**src/rtl/uart_rx_frame_if.sv**
```systemverilog
// Serial-line and result bundle between a UART receive deframer and its driver/consumer.
interface uart_rx_frame_if #(
    parameter int Data_width = 8
);
    logic                  RX_IN;
    logic [5:0]            Prescale;
    logic                  PAR_EN;
    logic                  PAR_TYP;
    logic [Data_width-1:0] P_DATA;
    logic                  data_valid;
    logic                  parity_error;
    logic                  stop_error;

    modport master (
        output RX_IN, Prescale, PAR_EN, PAR_TYP,
        input  P_DATA, data_valid, parity_error, stop_error
    );

    modport slave (
        input  RX_IN, Prescale, PAR_EN, PAR_TYP,
        output P_DATA, data_valid, parity_error, stop_error
    );
endinterface

```
**src/rtl/uart_rx_frame.sv**
```systemverilog
// UART receive deframer: oversampled start/data/parity/stop recovery with
// 2-of-3 majority bit sampling, forwarding only clean bytes.
//
// state  | meaning
// -------+-------------------------------------------------------------
// IDLE   | waiting for a falling line; armed once the line was seen high
// START  | start bit; a high majority sample is treated as a glitch
// DATA   | Data_width payload bits, LSB first
// PARITY | optional parity bit, mismatch remembered in par_bad
// STOP   | stop bit; frame outcome pulse issued on its last oversample
module uart_rx_frame #(
    parameter int Data_width = 8
) (
    input  logic           CLK,
    input  logic           RST,
    uart_rx_frame_if.slave bus
);
    localparam int BW = (Data_width > 1) ? $clog2(Data_width) : 1;
    localparam logic [BW-1:0] LAST_BIT = BW'(Data_width - 1);

    typedef enum logic [2:0] {
        IDLE,
        START,
        DATA,
        PARITY,
        STOP
    } state_t;

    state_t                state;
    state_t                state_next;

    logic [5:0]            edge_cnt;
    logic [5:0]            p_lat;
    logic [5:0]            p_half;
    logic [5:0]            p_last;
    logic [BW-1:0]         bit_cnt;
    logic [Data_width-1:0] data;
    logic                  par_en_lat;
    logic                  par_typ_lat;
    logic                  par_bad;
    logic                  armed;
    logic                  samp_a;
    logic                  samp_b;
    logic                  bit_val;
    logic                  bit_done;

    assign p_half   = {1'b0, p_lat[5:1]};
    assign p_last   = p_lat - 6'd1;
    assign bit_done = (edge_cnt == p_last);

    // State register.
    always_ff @(posedge CLK) begin
        if (!RST) begin
            state <= IDLE;
        end else begin
            state <= state_next;
        end
    end

    // Next-state decode; bit decisions are taken on the last oversample of each bit.
    always_comb begin
        state_next = state;
        case (state)
            IDLE: begin
                if (armed && !bus.RX_IN) begin
                    state_next = START;
                end
            end
            START: begin
                if (bit_done) begin
                    state_next = bit_val ? IDLE : DATA;
                end
            end
            DATA: begin
                if (bit_done && (bit_cnt == LAST_BIT)) begin
                    state_next = par_en_lat ? PARITY : STOP;
                end
            end
            PARITY: begin
                if (bit_done) begin
                    state_next = STOP;
                end
            end
            STOP: begin
                if (bit_done) begin
                    state_next = IDLE;
                end
            end
            default: state_next = IDLE;
        endcase
    end

    // Counters, majority sampler, payload assembly and outcome pulses.
    always_ff @(posedge CLK) begin
        if (!RST) begin
            edge_cnt         <= '0;
            bit_cnt          <= '0;
            p_lat            <= '0;
            par_en_lat       <= 1'b0;
            par_typ_lat      <= 1'b0;
            par_bad          <= 1'b0;
            armed            <= 1'b0;
            samp_a           <= 1'b0;
            samp_b           <= 1'b0;
            bit_val          <= 1'b0;
            data             <= '0;
            bus.P_DATA       <= '0;
            bus.data_valid   <= 1'b0;
            bus.parity_error <= 1'b0;
            bus.stop_error   <= 1'b0;
        end else begin
            bus.data_valid   <= 1'b0;
            bus.parity_error <= 1'b0;
            bus.stop_error   <= 1'b0;

            if (state == IDLE) begin
                // The detecting cycle is oversample 0 of the start bit.
                edge_cnt <= 6'd1;
                bit_cnt  <= '0;
                par_bad  <= 1'b0;
                if (bus.RX_IN) begin
                    armed <= 1'b1;
                end
                if (state_next == START) begin
                    p_lat       <= bus.Prescale;
                    par_en_lat  <= bus.PAR_EN;
                    par_typ_lat <= bus.PAR_TYP;
                end
            end else begin
                edge_cnt <= bit_done ? 6'd0 : edge_cnt + 6'd1;

                if (edge_cnt == p_half - 6'd1) begin
                    samp_a <= bus.RX_IN;
                end
                if (edge_cnt == p_half) begin
                    samp_b <= bus.RX_IN;
                end
                if (edge_cnt == p_half + 6'd1) begin
                    bit_val <= (samp_a & samp_b) | (samp_a & bus.RX_IN) | (samp_b & bus.RX_IN);
                end

                if (bit_done) begin
                    case (state)
                        DATA: begin
                            data[bit_cnt] <= bit_val;
                            bit_cnt       <= bit_cnt + 1'b1;
                        end
                        PARITY: begin
                            par_bad <= (bit_val != ((^data) ^ par_typ_lat));
                        end
                        STOP: begin
                            if (!bit_val) begin
                                // A break must go high before the next frame can start.
                                bus.stop_error <= 1'b1;
                                armed          <= 1'b0;
                            end else if (par_bad) begin
                                bus.parity_error <= 1'b1;
                            end else begin
                                bus.P_DATA     <= data;
                                bus.data_valid <= 1'b1;
                            end
                        end
                        default: ;
                    endcase
                end
            end
        end
    end
endmodule

```
**src/flat_wrapper.sv**
```systemverilog
// flat-port wrapper written by rule: the top's interface ports become plain ports
module uart_rx_frame_flat 
#(
    parameter int Data_width = 8
)
  (CLK, RST, bus_RX_IN, bus_Prescale, bus_PAR_EN, bus_PAR_TYP, bus_P_DATA, bus_data_valid, bus_parity_error, bus_stop_error);
  uart_rx_frame_if #(.Data_width(Data_width)) bus_i ();
  input  logic CLK;
  input  logic RST;
  input wire logic [$bits(bus_i.RX_IN)-1:0] bus_RX_IN;
  input wire logic [$bits(bus_i.Prescale)-1:0] bus_Prescale;
  input wire logic [$bits(bus_i.PAR_EN)-1:0] bus_PAR_EN;
  input wire logic [$bits(bus_i.PAR_TYP)-1:0] bus_PAR_TYP;
  output wire logic [$bits(bus_i.P_DATA)-1:0] bus_P_DATA;
  output wire logic [$bits(bus_i.data_valid)-1:0] bus_data_valid;
  output wire logic [$bits(bus_i.parity_error)-1:0] bus_parity_error;
  output wire logic [$bits(bus_i.stop_error)-1:0] bus_stop_error;
  assign bus_i.RX_IN = bus_RX_IN;
  assign bus_i.Prescale = bus_Prescale;
  assign bus_i.PAR_EN = bus_PAR_EN;
  assign bus_i.PAR_TYP = bus_PAR_TYP;
  assign bus_P_DATA = bus_i.P_DATA;
  assign bus_data_valid = bus_i.data_valid;
  assign bus_parity_error = bus_i.parity_error;
  assign bus_stop_error = bus_i.stop_error;
  uart_rx_frame #(.Data_width(Data_width)) u_core (.CLK(CLK), .RST(RST), .bus(bus_i));
endmodule
```
**config.mk**
```make
export PLATFORM = sky130hd
export DESIGN_NAME = uart_rx_frame_flat
export DESIGN_NICKNAME = d
export VERILOG_FILES = /design/src/rtl/uart_rx_frame_if.sv /design/src/rtl/uart_rx_frame.sv /design/src/flat_wrapper.sv
export SDC_FILE = /design/constraint.sdc
export NUM_CORES = 1
export LEC_CHECK = 0
export BUFFER_PORTS_ARGS = -buffer_cell sky130_fd_sc_hd__buf_2
export CORE_MARGIN = 2
export CORE_UTILIZATION = 55
export CTS_CLUSTER_DIAMETER = 50
export DETAILED_ROUTE_END_ITERATION = 12
export GPL_ROUTABILITY_DRIVEN = 0
export GPL_TIMING_DRIVEN = 0
export PLACE_DENSITY = 0.75
export SLEW_MARGIN = 20
export SYNTH_ARGS = -nofsm -noshare
export SYNTH_HDL_FRONTEND = slang
export SYNTH_SLANG_ARGS = --single-unit
```
**constraint.sdc**
```tcl
create_clock -name CLK -period 3.3 [get_ports CLK]
set_input_delay 0.495 -clock CLK [delete_from_list [all_inputs] [get_ports CLK]]
set_output_delay 0.495 -clock CLK [all_outputs]
set_load 0.02 [all_outputs]
```
==> reports/metrics.yaml <==
logic_synthesis:
  postSynthNetCount: 282
  synth.lib_cells_used.distinct: 47
  synth_area_um2: 2402
  seq_area_frac_synth: 0.3667
  synth_warn: 0
  synth-main-ff-cell: "dfxtp_1"
  yosys_register_bits: 44
  leading_cell_types_by_total_area_after_synthesis: "dfxtp_1, mux2i_1, xnor2_1"
  avgSynthCellArea_um2: 9.100
  postSynth.asyncResetShare: 0
  synth_area_leader_cell: "dfxtp_1"
  postSynthCellCount: 264
  synth_top_area_frac: 0.3667
  synth-edff-count: 0
pwr:
  worst_ir_drop_on_vdd_uv: 279.8
  total_leakage_power_uw: 0.001141
  power_per_cell_area_nw_per_um2: 407.3
die:
  die-height_um: 70.09
  i_o_pin_total: 22
  die-area_um2: 4913
  placeable_area_um2: 4294
  row_count: 24
  die_width_um: 70.09
  floorplan.initialDensity: 0.5594
clock_network:
  clk_root_buffer_cell: "clkbuf_8"
  hold_buffers: 0
  clock_sink_count: 44
  h-tree-depth: 2
  max-clock-path-buffers: 2
  clkSlewWorstSetupHoldPaths_ns: 0.09
  clock_latency_late_sink_ns: 0.30
  tritoncts.num_buffers: 5
  cts_tree: "done"
  cts_resized: 0
  post_cts_setup_repair_buffer_count: 0
critical_path:
  rr_worst_depth: 9
  critPathRequiredTime_ns: 3.54
  endpoint_kind: "register"
  path_class: "reg -> reg"
  critical_path.startpoint_type: "register"
  critical_path.max_fanout: 10
  cp.arrival_ns: 2.77
layout:
  n_antenna_cell: 0
  most_frequent_standard_cell_in_the_layout_excluding_fill_and_tap_cells: "dfxtp_1"
  post_layout_nonfiller_instances: 345
  layout.nets: 310
  final_cell_mix: "dfxtp_1, buf_2, mux2i_1, nand2_1, nor2_1"
  area_added_between_synthesis_and_finish_pct: 11.93
  layout-drive-gt1-share: 0.1775
placement:
  port-buffer-count: 21
  post-dp-hpwl_mm: 3.230
  dp.cells: 337
hold_path:
  min-delay-path-class: "in -> reg"
  worstHoldPathCells: 3
sta:
  setup_repair_after_global_routing_missed_its_margin: "false"
  fmax_ghz: 0.3946
  setup_viol: 0
  final_total_negative_setup_slack_ns: 0
  layout_worst_path_cycle_share: 0.7680
  timing_max_transition_violations_final: 0
  hold_violations: 0
  tightest_slew_ns: 0.6886
  largest_clock_skew_in_the_final_design_ns: 0.01274
  final.min_clock_period_ns: 2.535
  relSlewSlack: 0.5410
grt:
  grt.overflow.total: 0
  first_global_vias: 1693
  grt_pass1_wl_mm: 7.721
  number_of_antenna_violations_at_the_first_check_in_global_routing: 0
  grt_util_all_layers: 0.1972
  grt_max_degree: 16
outcome:
  outcome: "finished, final reports clean"
routing:
  drt-wirelength-per-cell_um: 13.12
  routed-via-count: 1829
  ant_nets: 0
  per_cell_via_count_in_the_routed_design: 5.301
  route.detailed.drc: 0
  drtIter0Drc: 64
  detailed_router_iteration_count_before_antenna_repair: 6
  drt_wl_total_mm: 4.527
job:
  cap_violations: 0
[Yosys cell counts (2+ instances only)]
cell type	instances
dfxtp_1	44
mux2i_1	29
nand2_1	29
nor2_1	24
xnor2_1	21
xor2_1	14
nand3_1	12
nor3_1	10
buf_2	9
nor2b_1	8
ha_1	7
o21ai_0	7
inv_1	6
clkbuf_1	3
a31oi_1	2
and2_1	2
buf_6	2
nand2b_1	2
nand4_1	2
nor3b_1	2
nor4_1	2
nor4b_4	2
[registers in the layout, summed over array words and instances, names as in the netlist, 3 cells and up]
| signal | flops |
|---|---|
| u_core.edge_cnt | 6 |
| u_core.bit_cnt | 3 |
| u_core.bus.P_DATA | 8 |
| u_core.state | 3 |
| u_core.p_lat | 6 |
| u_core.data | 8 |
[report_power, final]
group          switching [uW]  internal (uW)
registers                9.10            541
logic                    65.8           55.1
clock network             196            228
[worst paths after layout]
path                                            from                    to  slack (ns)
worst min-delay path                     bus_PAR_TYP    u_core.par_typ_lat        0.42
worst max-delay path                 u_core.p_lat[1]        u_core.data[4]        0.77
worst max register to register       u_core.p_lat[1]        u_core.data[4]        0.77
worst min register to register  u_core.bus.P_DATA[5]  u_core.bus.P_DATA[5]        0.46
[cells by family (layout without fill, tap and decap cells)]
kind of cell	count (synthesis)	after routing	synth area share
AND/OR/NAND/NOR	108	108	0.2448
XOR/XNOR	35	35	0.1276
flip-flops	44	44	0.3667
buffers and inverters	23	52	0.04895
multiplexers	30	30	0.1255
adder cells (fa/ha/maj)	7	7	0.03646
AO/OA/AOI/OAI	17	17	0.05000
[worst max-delay path: stages, from the launching register on]
cell and delay, ns:
dfxtp_1 0.47, inv_1 0.13, ha_1 0.25, o21ba_1 0.19
a221oi_2 0.26, a41oi_1 0.10, or3_4 0.44, buf_6 0.17
nor4b_4 0.26, mux2i_1 0.20
[metrics by stage]
stage | util | total power, uW | area, um^2 | hold slack (ns) | setup slack [ns]
2_1_floorplan | - | 655.8 | 2402 | 0.4362 | 1.012
3_3_place_gp | 0.5991 | 680.3 | 2572 | 0.4442 | 0.8061
3_5_place_dp | 0.5991 | 682.3 | 2572 | 0.4548 | 0.8032
4_1_cts | 0.6262 | 1108 | 2689 | 0.4059 | 0.7728
5_1_grt | 0.6262 | 1144 | 2689 | 0.4341 | 0.5408
6_report | 0.6262 | 1095 | 2689 | 0.4153 | 0.7655
[layout make-up]
cell class	count	area, um^2
fill	368	1605
clock buffer	5	68.82
timing repair buffer	21	105.1
multi-input combinational	197	1404
inverter	6	22.52
sequential	44	880.8
tap	52	65.06
clock inverter	3	47.55
buffer	17	95.09
[layer usage]
layer / part of all wire / track usage / wire, um
met5: 0 / 0 / 0
met2: 0.42 / 0.2899 / 1899
met1: 0.53 / 0.2767 / 2378
met3: 0.035 / 0.05051 / 159
met4: 0.020 / 0.07692 / 90
Power figures use the tool's default switching activity.
